**config.mk**
```make
export PLATFORM = sky130hd
export DESIGN_NAME = ifetch_queue
export DESIGN_NICKNAME = d
export VERILOG_FILES = /design/src/rtl/ifetch_queue.sv
export SDC_FILE = /design/constraint.sdc
export NUM_CORES = 1
export LEC_CHECK = 0
export ABC_AREA = 1
export BUFFER_PORTS_ARGS = -buffer_cell sky130_fd_sc_hd__buf_2
export CAP_MARGIN = 20
export CORE_MARGIN = 2
export CORE_UTILIZATION = 60
export CTS_CLUSTER_SIZE = 30
export DETAILED_ROUTE_END_ITERATION = 8
export GPL_ROUTABILITY_DRIVEN = 0
export PLACE_DENSITY = 0.82
export SYNTH_ARGS = -nofsm -noshare
export SYNTH_HDL_FRONTEND = slang
export SYNTH_SLANG_ARGS = --single-unit
```
**constraint.sdc**
```tcl
create_clock -name clk -period 8 [get_ports clk]
set_clock_uncertainty 0.15 [all_clocks]
set_input_delay 2.4 -clock clk [delete_from_list [all_inputs] [get_ports clk]]
set_output_delay 2.4 -clock clk [all_outputs]
set_load 0.01 [all_outputs]
```
**src/rtl/ifetch_queue.sv**
```systemverilog
// Instruction fetch unit: one-outstanding memory requester feeding a
// circular prefetch queue, with redirect flush and stale-response squash.
module ifetch_queue #(
   parameter int unsigned          ADDR_W   = 32,
   parameter int unsigned          DEPTH    = 4,
   parameter logic [ADDR_W-1:0]    RESET_PC = '0
) (
   input  logic                        clk,
   input  logic                        rst,
   input  logic                        redirect_valid,
   input  logic [ADDR_W-1:0]           redirect_pc,
   output logic                        imem_req_valid,
   input  logic                        imem_req_ready,
   output logic [ADDR_W-1:0]           imem_req_addr,
   input  logic                        imem_resp_valid,
   input  logic [31:0]                 imem_resp_data,
   output logic                        out_valid,
   input  logic                        out_ready,
   output logic [31:0]                 out_instr,
   output logic [ADDR_W-1:0]           out_pc,
   output logic                        out_halt,
   output logic [$clog2(DEPTH+1)-1:0]  occupancy
);

   localparam int unsigned PW = (DEPTH > 1) ? $clog2(DEPTH) : 1;
   localparam int unsigned CW = $clog2(DEPTH + 1);
   localparam logic [CW-1:0] FULL = CW'(DEPTH);

   logic [ADDR_W-1:0] fetch_pc_q, fetch_pc_d;
   logic [ADDR_W-1:0] req_pc_q, req_pc_d;
   logic [PW-1:0]     rd_ptr_q, rd_ptr_d;
   logic [PW-1:0]     wr_ptr_q, wr_ptr_d;
   logic [CW-1:0]     count_q, count_d;
   logic              outst_q, outst_d;
   logic              stale_q, stale_d;
   logic              halted_q, halted_d;

   logic [31:0]       instr_q [DEPTH];
   logic [ADDR_W-1:0] pc_q    [DEPTH];
   logic [DEPTH-1:0]  halt_q;

   logic acc, rsp, pop, push, rsp_halt;

   function automatic logic illegal_op(input logic [6:0] op);
      unique case (op)
         7'b0110011, 7'b0010011, 7'b0100011,
         7'b0000011, 7'b1100011, 7'b1100111,
         7'b1101111, 7'b0010111, 7'b0110111: illegal_op = 1'b0;
         default:                            illegal_op = 1'b1;
      endcase
   endfunction

   // Outputs are forced to their reset values while rst is held low.
   assign imem_req_valid = rst & ~outst_q & ~halted_q & (count_q < FULL);
   assign imem_req_addr  = rst ? fetch_pc_q : RESET_PC;
   assign out_valid      = rst & (count_q != '0);
   assign out_instr      = instr_q[rd_ptr_q];
   assign out_pc         = pc_q[rd_ptr_q];
   assign out_halt       = out_valid & halt_q[rd_ptr_q];
   assign occupancy      = rst ? count_q : '0;

   assign acc      = imem_req_valid & imem_req_ready;
   assign rsp      = imem_resp_valid & outst_q;
   assign pop      = out_valid & out_ready;
   assign rsp_halt = illegal_op(imem_resp_data[6:0]);

   always_comb begin
      fetch_pc_d = fetch_pc_q;
      req_pc_d   = req_pc_q;
      rd_ptr_d   = rd_ptr_q;
      wr_ptr_d   = wr_ptr_q;
      count_d    = count_q;
      outst_d    = outst_q;
      stale_d    = stale_q;
      halted_d   = halted_q;
      push       = 1'b0;

      if (redirect_valid) begin
         fetch_pc_d = redirect_pc & ~ADDR_W'(3);
         rd_ptr_d   = '0;
         wr_ptr_d   = '0;
         count_d    = '0;
         halted_d   = 1'b0;
         // Any in-flight request, old or just accepted, must be squashed.
         if (acc || (outst_q && !rsp)) begin
            outst_d = 1'b1;
            stale_d = 1'b1;
         end else begin
            outst_d = 1'b0;
            stale_d = 1'b0;
         end
         if (acc) req_pc_d = fetch_pc_q;
      end else begin
         if (acc) begin
            outst_d    = 1'b1;
            req_pc_d   = fetch_pc_q;
            fetch_pc_d = fetch_pc_q + ADDR_W'(4);
         end
         if (rsp) begin
            outst_d = 1'b0;
            if (stale_q) begin
               stale_d = 1'b0;
            end else begin
               push = 1'b1;
               if (rsp_halt) halted_d = 1'b1;
            end
         end
         if (push) wr_ptr_d = wr_ptr_q + PW'(1);
         if (pop)  rd_ptr_d = rd_ptr_q + PW'(1);
         case ({push, pop})
            2'b10:   count_d = count_q + CW'(1);
            2'b01:   count_d = count_q - CW'(1);
            default: count_d = count_q;
         endcase
      end
   end

   always_ff @(posedge clk) begin
      if (!rst) begin
         fetch_pc_q <= RESET_PC;
         req_pc_q   <= RESET_PC;
         rd_ptr_q   <= '0;
         wr_ptr_q   <= '0;
         count_q    <= '0;
         outst_q    <= 1'b0;
         stale_q    <= 1'b0;
         halted_q   <= 1'b0;
      end else begin
         fetch_pc_q <= fetch_pc_d;
         req_pc_q   <= req_pc_d;
         rd_ptr_q   <= rd_ptr_d;
         wr_ptr_q   <= wr_ptr_d;
         count_q    <= count_d;
         outst_q    <= outst_d;
         stale_q    <= stale_d;
         halted_q   <= halted_d;
      end
   end

   always_ff @(posedge clk) begin
      if (rst && push) begin
         instr_q[wr_ptr_q] <= imem_resp_data;
         pc_q[wr_ptr_q]    <= req_pc_q;
         halt_q[wr_ptr_q]  <= rsp_halt;
      end
   end

endmodule

```
==> summary.txt, run 1 <==
Run status
  • Status: complete, no violations

Floorplanning
  • Row count: 54
  • Die H: roughly 150 µm
  • Die X: around 150 µm
  • CORE AREA: between 20,000 and 25,000 µm²
  • I/O pin cnt: approximately 170
  • Die ar.: approximately 23,000 µm²
  • Initial Utilization: 60.7%

Final layout
  • Layout area overhead: 15.9%
  • Final nets: 1,460
  • Share of cells above drive strength 1: around 18%
  • Finished Layout Cells: between 1,500 and 2,000
  • Antenna Cells: 0

Pwr
  • PwrDens: 229 nW/µm²
  • Tot Pwr: 3490 µW
  • Peak supply drop: roughly 150 µV
  • Leakage power: 0.00590 µW

Global route
  • Global route overflow: 0
  • Gr usage total: roughly a quarter
  • Largest net degree at the start of global routing: 83
  • Vias in the first global route: around 8,900
  • Initial antenna violation count: 0
  • First-pass GRT wire length: approximately 45 mm

Synth
  • Yosys top cell by area: edfxtp_1
  • Post-Syn Area: approximately 13,000 µm²
  • Seq cells post-synth: 324
  • Cell variety after synth: 34
  • Largest cells by area after synthesis: edfxtp_1 (57%), dfxtp_1 (11%), o21ai_0 (6.8%), nor2_1 (5.1%), nand2_1 (5.0%)
  • Post-Syn Instances: about 1,200
  • Avg Cell Area, Syn: around 11 µm²
  • Synthesis warning total: 0
  • Register area share after synthesis: slightly below 70%
  • Top cell type's share of synthesized area: approximately 57%

STA
  • Fin crit period: just under 6 ns
  • Max frequency: roughly 0.17 GHz
  • Least-Margin Pin Slew: around 0.95 ns
  • Final number of hold-violating endpoints: 0
  • Slew margin rel.: 36.8%
  • Final period utilization: about three quarters
  • Setup TNS: 0 ns
  • Setup-failing EPs final: 0
  • Unrepaired setup endpoints after global routing: no
  • Slew Viols, Final: 0

Clock tree
  • TritonCTS clock tree: yes
  • Later-pin clock latency in the skew report: between 0.5 and 0.6 ns
  • Clock buffer count from CTS: 31
  • Register clock-pin slew on the reported worst setup and hold paths: approximately 0.060 ns
  • Setup bufs post-CTS: 0
  • Clock sink count: between 300 and 400
  • Post-cts sizing count: 0
  • CTS max path bufs: 3
  • Htree depth: 1
  • CTS hold repair buffers: 0
  • Clk root buf: clkbuf_16

Detailed routing
  • Vias: approximately 9,400
  • DR WL/cell: 16.8 µm
  • Drt drc: 0
  • DRT iter0 DRCs: 837
  • Pre-Repair DR Iteration Count: 5
  • Vias/cell: around 5.6
  • DRT antenna net count: 0
  • Drt total wl: roughly 28 mm

Setup path
  • CP Launch Type: input port
  • Crit path DAT: between 3 and 4 ns
  • Crit. End Element: output pin
  • CP Cell Sequence: buf_2 > inv_2 > nor4_1 > buf_2
  • Max stage delay on crit path: roughly 0.54 ns
  • Critical path class: in2out
  • Crit path max fanout: 38
  • Slowest cell on the critical path: inv_2
  • Required @ worst endpoint: between 5 and 6 ns
  • Crit-path most repeated cell: buf_2
  • CP top delay family: buffers and inverters
  • Buffers & Inverters on Critical Path: 3

Placed design
  • DPL Wire Length: 17.0 mm
  • Cells after DPL: 1,630
  • Buffers on Ports: 165

Min path
  • Hold crit path type: reg2reg

Job
  • # Max-Cap Violations: 0
==> state kept, by name (all words and copies together) (netlist names), named ones only <==
register,count
count_q,3
fetch_pc_q,30
halt_q,4
halted_q,1
instr_q,128
outst_q,1
pc_q,120
rd_ptr_q,2
req_pc_q,30
stale_q,1
wr_ptr_q,2
==> stage by stage <==
stage               instance area, µm²  utilization (%)  setup WS [ns]  hold slack [ns]
floorplan                        13200                -           1.70            0.305
global placement                 14200             65.4           2.10            0.325
detailed placement               14200             65.4           2.11            0.341
CTS                              15300             70.4           2.10            0.352
global route                     15300             70.4           2.01            0.376
finish                           15300             70.4           2.09            0.352
==> cells in the final DEF, fill, tap and decap left out, types with 2 or more instances in the layout <==
cell and instances:
edfxtp_1 252, o21ai_0 179, nand2_1 175, nor2_1 174, buf_2 165, inv_1 105
dfxtp_1 70, a21oi_1 66, o22ai_1 62, nand3_1 34, clkbuf_16 31, buf_4 11
xor2_1 7, clkinv_2 6, nor2_2 6, ha_1 6, nor2_4 5, clkbuf_4 5
bufinv_16 5, conb_1 4, inv_2 3, o21ai_1 3, and2_1 3, clkinv_4 3
xnor2_1 2, a22oi_1 2, nand4_1 2, nand2_2 2, inv_6 2, clkinvlp_4 2
clkbuf_1 2
==> path summary, 6_finish.rpt <==
check                           cells after the start  slack, ns              to    startpoint
worst min register to register                      0       0.35     pc_q[3][19]  req_pc_q[19]
worst max register to register                      5       5.01   instr_q[1][3]       outst_q
worst min-delay path                                0       0.35     pc_q[3][19]  req_pc_q[19]
worst max-delay path                                4       2.09  imem_req_valid           rst
==> final cells by class <==
| type | instances | area, µm² |
|---|---|---|
| clock buffers | 39 | 835 |
| clock inverters | 18 | 240 |
| fillers | 1524 | 6420 |
| inverters | 110 | 414 |
| multi-input cells | 740 | 3500 |
| flip-flops and latches | 324 | 9010 |
| well taps | 280 | 350 |
| repair buffers | 176 | 908 |
==> worst reg2reg max path, cell delays in order (launching register included) <==
cell and delay (ns):
dfxtp_1 0.37, nand2_1 0.09, nor2_1 0.28, nand2_1 0.31, nor2_4 0.81, buf_4 0.61
==> metal layers <==
layer	part of all wire [%]	track usage (%)	routed length, µm	up-vias
met4	2.8	8.68	794	0
met3	8.9	2.93	2520	49
met5	0	0	0	-
met1	41	33.2	11600	4380
met2	47	40.2	13500	436
li1	-	-	-	4555
==> cell usage after synthesis <==
cell / count
edfxtp_1: 252
o21ai_0: 179
nor2_1: 178
nand2_1: 175
inv_1: 106
dfxtp_1: 72
a21oi_1: 66
o22ai_1: 62
clkbuf_1: 50
nand3_1: 34
buf_2: 11
xor2_1: 7
buf_4: 6
ha_1: 6
nor2_2: 6
and2_1: 3
inv_2: 3
o21ai_1: 3
a22oi_1: 2
nand2_2: 2
nand4_1: 2
xnor2_1: 2
a211oi_1: 1
a21boi_0: 1
a31oi_1: 1
clkbuf_2: 1
clkinv_1: 1
conb_1: 1
fa_1: 1
nand3_2: 1
nor2_4: 1
nor4_1: 1
o211ai_1: 1
or2_2: 1
==> cell families after synthesis <==
family,after synthesis,share of synthesized area (%)
adder cells (fa/ha/maj),7,0.722
other,1,0.0285
AND/OR/NAND/NOR,404,12.2
flip-flops,324,68.4
buffers and inverters,178,5.36
XOR/XNOR,9,0.598
AO/OA/AOI/OAI,316,12.7
==> power by group <==
part           internal (µW)  leakage [µW]  total (µW)  switching (µW)
sequential              1830       0.00289        1860            27.5
clock                    905      0.000531        1520             610
combinational           41.7       0.00248         120            78.0
No activity file was read; power rests on OpenSTA's default activity.
==> run 2, diff against run 1 <==
- CORE_UTILIZATION: 60 -> 58
- PLACE_DENSITY: 0.82 -> 0.8
- clock period: 8 -> 5.45 ns (I/O delays scaled with it)
==> run 2 against run 1 <==
  * Global-route usage shrank 1.1 points
  * Hold slack lost 0.0058 ns
  * Cell count rose by 0.30%
  * Sequential power up 47%
  * Non-clock buffer count up 1
  * Largest power group unchanged
  * Combinational power grew 47%
  * Count of clock-buffer cells in the layout up 10
  * Critical path depth stayed put
==> summary.txt, run 2 (synthesis results as in run 1) <==
Run status
  • Status: complete, no violations

STA
  • Slew margin rel.: 33.9% (-2.8 points)
  • Max frequency: 0.220 GHz
  • Final period utilization: around 83%
  • Setup-failing EPs final: 0 (unchanged)
  • Worst hold slack: 0.347 ns (-0.00575 ns)
  • Setup ws final: 0.912 ns (-1.18 ns)
  • Unrepaired setup endpoints after global routing: no
  • Slew Viols, Final: 0 (unchanged)
  • Final number of hold-violating endpoints: 0 (unchanged)
  • Least-Margin Pin Slew: 0.985 ns (+0.0386 ns)
  • Fin crit period: approximately 4.5 ns

Final layout
  • Share of cells above drive strength 1: 17.2% (-0.71 points)
  • Final nets: 1,460 (unchanged)
  • Max reg flops: 128 (unchanged)
  • Filler instances: 1,628 (+6.8%)
  • Most common cell after layout, fill and taps aside: edfxtp_1
  • Antenna Cells: 0 (unchanged)
  • Biggest register: instr_q
  • Most frequent cells in the layout: edfxtp_1 (252), o21ai_0 (179), nand2_1 (175)
  • Layout area overhead: 16.2%
  • Largest regs: instr_q: 128 flops, pc_q: 120 flops

Pwr
  • Leakage power: 0.00589 µW (-0.12%)
  • Peak supply drop: 220 µV (+46%)
  • PwrDens: 330 nW/µm² (+44%)

Clock tree
  • Clock sink count: 324 (unchanged)
  • Setup bufs post-CTS: 0 (unchanged)
  • Clk root buf: clkbuf_16
  • CTS hold repair buffers: 0 (unchanged)
  • Clock buffer count from CTS: 30 (-3.2%)
  • Later-pin clock latency in the skew report: 0.55 ns (about the same)
  • CTS max path bufs: 3 (unchanged)
  • Register clock-pin slew on the reported worst setup and hold paths: 0.06 ns (about the same)
  • TritonCTS clock tree: yes
  • Htree depth: 1 (unchanged)
  • Post-cts sizing count: 0 (unchanged)

Floorplanning
  • Row count: 55 (+1.9%)
  • Die ar.: 23,900 µm² (+3.4%)
  • Die X: 155 µm (+1.7%)
  • Die H: 155 µm (+1.7%)
  • CORE AREA: 22,400 µm² (+3.4%)
  • Initial Utilization: 58.7% (-2.0 points)
  • I/O pin cnt: 172 (unchanged)

Global route
  • Met3 usage: 3.25% (+0.32 points)
  • GR Util met2: 38.5% (-1.6 points)
  • First-pass GRT wire length: 43.8 mm (-2.9%)
  • Vias in the first global route: 8,745 (-2.1%)
  • Largest net degree at the start of global routing: 125 (+51%)
  • Initial antenna violation count: 0 (unchanged)
  • Gr busiest metal: met2
  • M1 GR Usage: 30.9% (-2.3 points)
  • Global route overflow: 0 (unchanged)
  • Gr usage total: 23.0% (-1.1 points)

Detailed routing
  • Drt total wl: 28.2 mm (-0.84%)
  • DRT iter0 DRCs: 725 (-13%)
  • Vias/cell: 5.50 (-1.5%)
  • DRT antenna net count: 0 (unchanged)
  • Pre-Repair DR Iteration Count: 8 (+3)
  • Vias: 9,310 (-1.2%)
  • Drt drc: 0 (unchanged)
  • DR WL/cell: 16.6 µm (-1.1%)

Setup path
  • Critical path class: in2out
  • Reg2reg path depth: 8 (+3)
  • Worst reg2reg setup slack: 3.18 ns (-1.83 ns)
  • Crit. End Element: output pin
  • Crit path DAT: 2.75 ns (-0.61 ns)
  • Crit path max fanout: 32 (-16%)
  • CP Launch Type: input port
  • Required @ worst endpoint: 3.67 ns (-1.78 ns)

Min path
  • Worst hold path depth: 0 (unchanged)
  • Hold crit path type: reg2reg

Placed design
  • Dpl ws: 0.936 ns (-1.17 ns)
  • Buffers on Ports: 165 (unchanged)
  • DPL Wire Length: 16.6 mm (-2.6%)

Job
  • # Max-Cap Violations: 0 (unchanged)
[run 2: cell count changes in the layout (fill, tap and decap cells not counted), sizes merged]
cell,delta
buf,+1
bufinv,-2
clkbuf,+10
clkinv,-4
clkinvlp,-1
inv,-4
[run 2: cell type report]
class | count | area [µm²] | area share, %
tap | 285 | 357 | 2.33
timing repair buffer | 177 | 986 | 6.44
clock buffer | 49 | 925 | 6.04
inverter | 110 | 414 | 2.70
multi-input combinational | 740 | 3500 | 22.9
clock inverter | 7 | 115 | 0.752
sequential | 324 | 9010 | 58.9
[run 2: per-stage QoR]
step / instance area, µm² / util (%) / TNS [ns] / instances / power [µW]
5_1_grt: 15300 / 68.3 / 0 / 1692 / 5200
3_3_place_gp: 14200 / 63.5 / 0 / 1635 / 2950
3_5_place_dp: 14200 / 63.5 / 0 / 1635 / 2950
2_1_floorplan: 13200 / - / -20.29 / 1242 / 2870
6_report: 15300 / 68.3 / 0 / 1692 / 5050
4_1_cts: 15300 / 68.1 / 0 / 1691 / 5080
[run 2: final timing paths]
check / start / endpoint
setup reg to reg: count_q[2] / fetch_pc_q[11]
setup / recovery: rst / imem_req_valid
hold reg to reg: req_pc_q[15] / pc_q[1][15]
hold / removal: req_pc_q[15] / pc_q[1][15]
[run 2: report_power, final]
group	switching [µW]	internal, µW
registers	39.7	2690
logic	114	61.9
clock network	850	1300
[run 2: layer usage]
metal / routed length (µm) / share of wire (%)
met4: 793 / 2.8
met3: 2060 / 7.3
met2: 13300 / 47
met5: 0 / 0
met1: 12000 / 42
[run 2: worst max-delay path, stage by stage]
cell    delay, ns
buf_2        0.41
inv_2        0.24
nor4_1       0.25
buf_2        0.21
